`src/rtl/seq_detect_prog.sv`:
```
// Runtime-programmable serial bit-sequence detector with don't-care mask,
// overlap control, registered one-cycle match pulse and saturating match counter.
module seq_detect_prog #(
  parameter int MAX_LEN = 16,
  parameter int LEN_W   = 5,
  parameter int CNT_W   = 8
) (
  input  logic               clk,
  input  logic               rst_n,
  input  logic               cfg_we,
  input  logic [MAX_LEN-1:0] cfg_pattern,
  input  logic [MAX_LEN-1:0] cfg_mask,
  input  logic [LEN_W-1:0]   cfg_len,
  input  logic               cfg_overlap,
  input  logic               din_valid,
  input  logic               din,
  input  logic               cnt_clr,
  output logic               match,
  output logic [CNT_W-1:0]   match_cnt
);

  localparam logic [LEN_W-1:0] LEN_MAX = LEN_W'(MAX_LEN);
  localparam logic [CNT_W-1:0] CNT_MAX = {CNT_W{1'b1}};

  logic [MAX_LEN-1:0] hist;
  logic [MAX_LEN-1:0] pattern;
  logic [MAX_LEN-1:0] mask;
  logic [LEN_W-1:0]   fill;
  logic [LEN_W-1:0]   len;
  logic               overlap;

  logic [MAX_LEN-1:0] hist_next;
  logic [MAX_LEN-1:0] lenmask;
  logic [LEN_W-1:0]   fill_next;
  logic [LEN_W-1:0]   len_clamped;
  logic               hit;

  always_comb begin
    hist_next   = {hist[MAX_LEN-2:0], din};
    fill_next   = (fill == LEN_MAX) ? fill : fill + LEN_W'(1);
    len_clamped = (cfg_len > LEN_MAX) ? LEN_MAX : cfg_len;
    lenmask     = '0;
    for (int i = 0; i < MAX_LEN; i++) begin
      lenmask[i] = (LEN_W'(i) < len);
    end
    // A config write in the same cycle drops the data bit, so it can never hit.
    hit = din_valid && !cfg_we && (len != '0) && (fill_next >= len) &&
          (((hist_next ^ pattern) & mask & lenmask) == '0);
  end

  always_ff @(posedge clk) begin
    if (!rst_n) begin
      hist    <= '0;
      fill    <= '0;
      pattern <= '0;
      mask    <= '1;
      len     <= '0;
      overlap <= 1'b1;
      match   <= 1'b0;
    end else if (cfg_we) begin
      hist    <= '0;
      fill    <= '0;
      pattern <= cfg_pattern;
      mask    <= cfg_mask;
      len     <= len_clamped;
      overlap <= cfg_overlap;
      match   <= 1'b0;
    end else begin
      match <= hit;
      if (din_valid) begin
        hist <= hist_next;
        fill <= (hit && !overlap) ? '0 : fill_next;
      end
    end
  end

  always_ff @(posedge clk) begin
    if (!rst_n || cnt_clr) begin
      match_cnt <= '0;
    end else if (hit && match_cnt != CNT_MAX) begin
      match_cnt <= match_cnt + CNT_W'(1);
    end
  end

endmodule
```
`config.mk`:
```
export PLATFORM = sky130hd
export DESIGN_NAME = seq_detect_prog
export DESIGN_NICKNAME = d
export VERILOG_FILES = /design/src/rtl/seq_detect_prog.sv
export SDC_FILE = /design/constraint.sdc
export NUM_CORES = 1
export LEC_CHECK = 0
export CELL_PAD_IN_SITES_DETAIL_PLACEMENT = 1
export CELL_PAD_IN_SITES_GLOBAL_PLACEMENT = 1
export CORE_MARGIN = 2
export CORE_UTILIZATION = 44
export CTS_CLUSTER_DIAMETER = 120
export CTS_CLUSTER_SIZE = 12
export DETAILED_ROUTE_END_ITERATION = 8
export PLACE_DENSITY = 0.86
export SYNTH_ARGS = -nofsm -noshare
export SYNTH_HDL_FRONTEND = slang
export SYNTH_SLANG_ARGS = --single-unit
```
`constraint.sdc`:
```
create_clock -name clk -period 4.82 [get_ports clk]
set_input_delay 0.964 -clock clk [delete_from_list [all_inputs] [get_ports clk]]
set_output_delay 0.964 -clock clk [all_outputs]
set_load 0.005 [all_outputs]
```
==> results.sh <==
export IMPL_dp_hpwl_um=5690
export IMPL_tns_ps=0
export IMPL_start_kind="flip-flop"
export IMPL_gp_congestion=0.840
export IMPL_io_buffer_count=52
export IMPL_cp_required_ps=5100
export IMPL_ys_ff_latch=67
export IMPL_hold_start="mask[14]"
export IMPL_avgSynthCellArea_um2=9.50
export IMPL_syn_num_nets=385
export IMPL_worst_pin_slew_ps=675
export IMPL_power_static_leakage_nw=1.62
export IMPL_cts_root_buf="clkbuf_8"
export IMPL_cp_data_arrival_time_ps=3650
export IMPL_skew_ps=6.00
export IMPL_finalHoldViolations=0
export IMPL_synth_main_ff_cell="dfxtp_1"
export IMPL_synth_edff_count=0
export IMPL_cp_buffers_inverters=1
export IMPL_ys_types=48
export IMPL_drcViolationCount=0
export IMPL_areaGrowthSynthToFinish_pct=23.8
export IMPL_status="completed"
export IMPL_fin_crit_ps=3380
export IMPL_drt_initial_drc_count=107
export IMPL_final_area_um2=3920
export IMPL_die_h_um=88.8
export IMPL_final_common_cell="dfxtp_1"
export IMPL_period_share_pct=70.0
export IMPL_post_dp_cell_area_um2=3740
export IMPL_async_flop_share_pct=0
export IMPL_cp_common_cell="ha_1"
export IMPL_yosysWarnings=0
export IMPL_fmax_ghz=0.296
export IMPL_cts_hold_buf=0
export IMPL_pwr_density_cell_nw_per_um2=293
export IMPL_setup_ws_ps=1440
export IMPL_cpPeakStageDelay_ps=610
export IMPL_netlist_area_leader_share_pct=42.4
export IMPL_layout_common_cells="dfxtp_1 (67), clkdlybuf4s50_1 (51), mux2i_1 (50), nand2_1 (27), nor2b_1 (22)"
export IMPL_die_w_um=88.8
export IMPL_post_cts_buffers=0
export IMPL_worst_hold_slack_ps=471
export IMPL_grt_antenna_before_repair=0
export IMPL_start_util_pct=46.0
export IMPL_setup_viol=0
export IMPL_grt_use_total_pct=21.8
export IMPL_synthCells=333
export IMPL_num_vias=2577
export IMPL_synth_area_um2=3160
export IMPL_wirelength_um=7910
export IMPL_grt_pass1_wl_um=12900
export IMPL_synthTopCellsByArea="dfxtp_1 (42%), mux2i_1 (16%), xor2_1 (4.7%)"
export IMPL_overflow=0
export IMPL_post_drt_wl_per_cell_um=16.4
export IMPL_core_um2=6870
export IMPL_fin_nets=434
export IMPL_clockBufferDepth=2
export IMPL_drtAntennaViolNets=0
export IMPL_r2r_start="fill[0]"
export IMPL_post_place_ws_ps=1460
export IMPL_clkSlewWorstSetupHoldPaths_ps=70
export IMPL_critPathKind="reg2reg"
export IMPL_reg2reg_slack_ps=1440
export IMPL_crit_chain="inv_1 > ha_1 > nor4bb_1 > nor2_1 > ha_1 > a21o_1 > a31oi_1 > o21ai_0 > and3_1 > nand3_4 > or4_1 > a21oi_1"
export IMPL_slew_violations=0
export IMPL_worstHoldPathType="reg2reg"
export IMPL_crit_path_start="fill[0]"
export IMPL_antenna_diode_count=0
export IMPL_drive_gt1_share_pct=7.24
export IMPL_die_area_um2=7880
export IMPL_cts_sinks=67
export IMPL_vias_per_cell=5.34
export IMPL_critPathTopFamily="simple AND/OR/NAND/NOR gates"
export IMPL_rsz0062_at_grt="no"
export IMPL_crit_path_end_kind="flip-flop"
export IMPL_ios=53
export IMPL_cts_tree="done"
export IMPL_slowest_stage="nor4bb_1"
export IMPL_crit_fanout=10
export IMPL_maxCapViolCount=0
export IMPL_htree_num_levels=3
export IMPL_ctsResizeCount=0
export IMPL_grt_start_max_net_pins=43
export IMPL_insertion_delay_ps=350
export IMPL_drtPass1Iterations=4
export IMPL_yosysTopAreaCell="dfxtp_1"
export IMPL_cts_buffers=9
export IMPL_relSlewSlack_pct=54.4
export IMPL_row_count=30
export IMPL_grt_pass1_vias=2635
export IMPL_vdd_ir_drop_max_v=0.000158
export IMPL_synth_yosys_seq_area_share_pct=42.4
==> stage by stage <==
stage	std cells	util (%)	total power [mW]
detailed placement	467	54.5	0.742
finish	483	57.0	1.15
floorplan	333	-	0.683
global placement	467	54.5	0.737
CTS	483	57.0	1.16
global route	483	57.0	1.19
==> tightest hold or removal path, stage by stage, from the launching register on <==
cell	delay, ps
dfxtp_1	330
mux2i_1	60
nand2_1	60
==> synth_stat cells (4+ instances only) <==
library cell	number
a21oi_1	14
buf_1	5
clkbuf_1	10
dfxtp_1	67
ha_1	8
inv_1	6
mux2i_1	50
nand2_1	27
nand2b_1	7
nand3_1	19
nand4_1	4
nor2_1	20
nor2b_1	22
o21ai_0	7
xnor2_1	5
xor2_1	17
==> flip-flops by register name (all words and copies together) (netlist names) <==
signal / flops
fill: 5
hist: 15
len: 5
mask: 16
match: 1
match_cnt: 8
overlap: 1
pattern: 16
==> cells by family after synthesis <==
logic type | Yosys count | share of synthesized area, %
compound gates | 42 | 8.94
xor+xnor | 22 | 6.09
fa+ha+maj | 8 | 3.16
buf+inv | 24 | 3.44
flops | 67 | 42.4
mux | 50 | 15.8
simple gates | 120 | 20.1
==> final timing paths <==
kind,to,depth (start not counted)
worst min register to register,mask[14],2
worst max-delay path,match_cnt[7],12
worst min-delay path,mask[14],2
worst max register to register,match_cnt[7],12
==> cell type report <==
type | instances | area [um2]
Timing Repair Buffer | 56 | 546
Multi-Input combinational cell | 242 | 1710
Clock buffer | 13 | 149
Tap cell | 96 | 120
Inverter | 6 | 22.5
Sequential cell | 67 | 1340
Clock inverter | 3 | 23.8
Fill cell | 809 | 2950
==> power by group <==
group	switching (mW)	total [mW]	internal, mW
combinational	0.0641	0.139	0.0752
clock	0.214	0.416	0.202
sequential	0.0180	0.591	0.573
total	0.296	1.15	0.850
==> metal layers <==
| layer | vias up | wire length, um | global-route usage [%] |
|---|---|---|---|
| met3 | 8 | 296 | 4.48 |
| met2 | 49 | 3830 | 36.2 |
| met5 | - | 0 | 0 |
| met4 | 0 | 136 | 10.1 |
| met1 | 1265 | 3640 | 27.2 |
| li1 | 1255 | - | - |
Note: power is estimated with default switching activity, not from simulation.
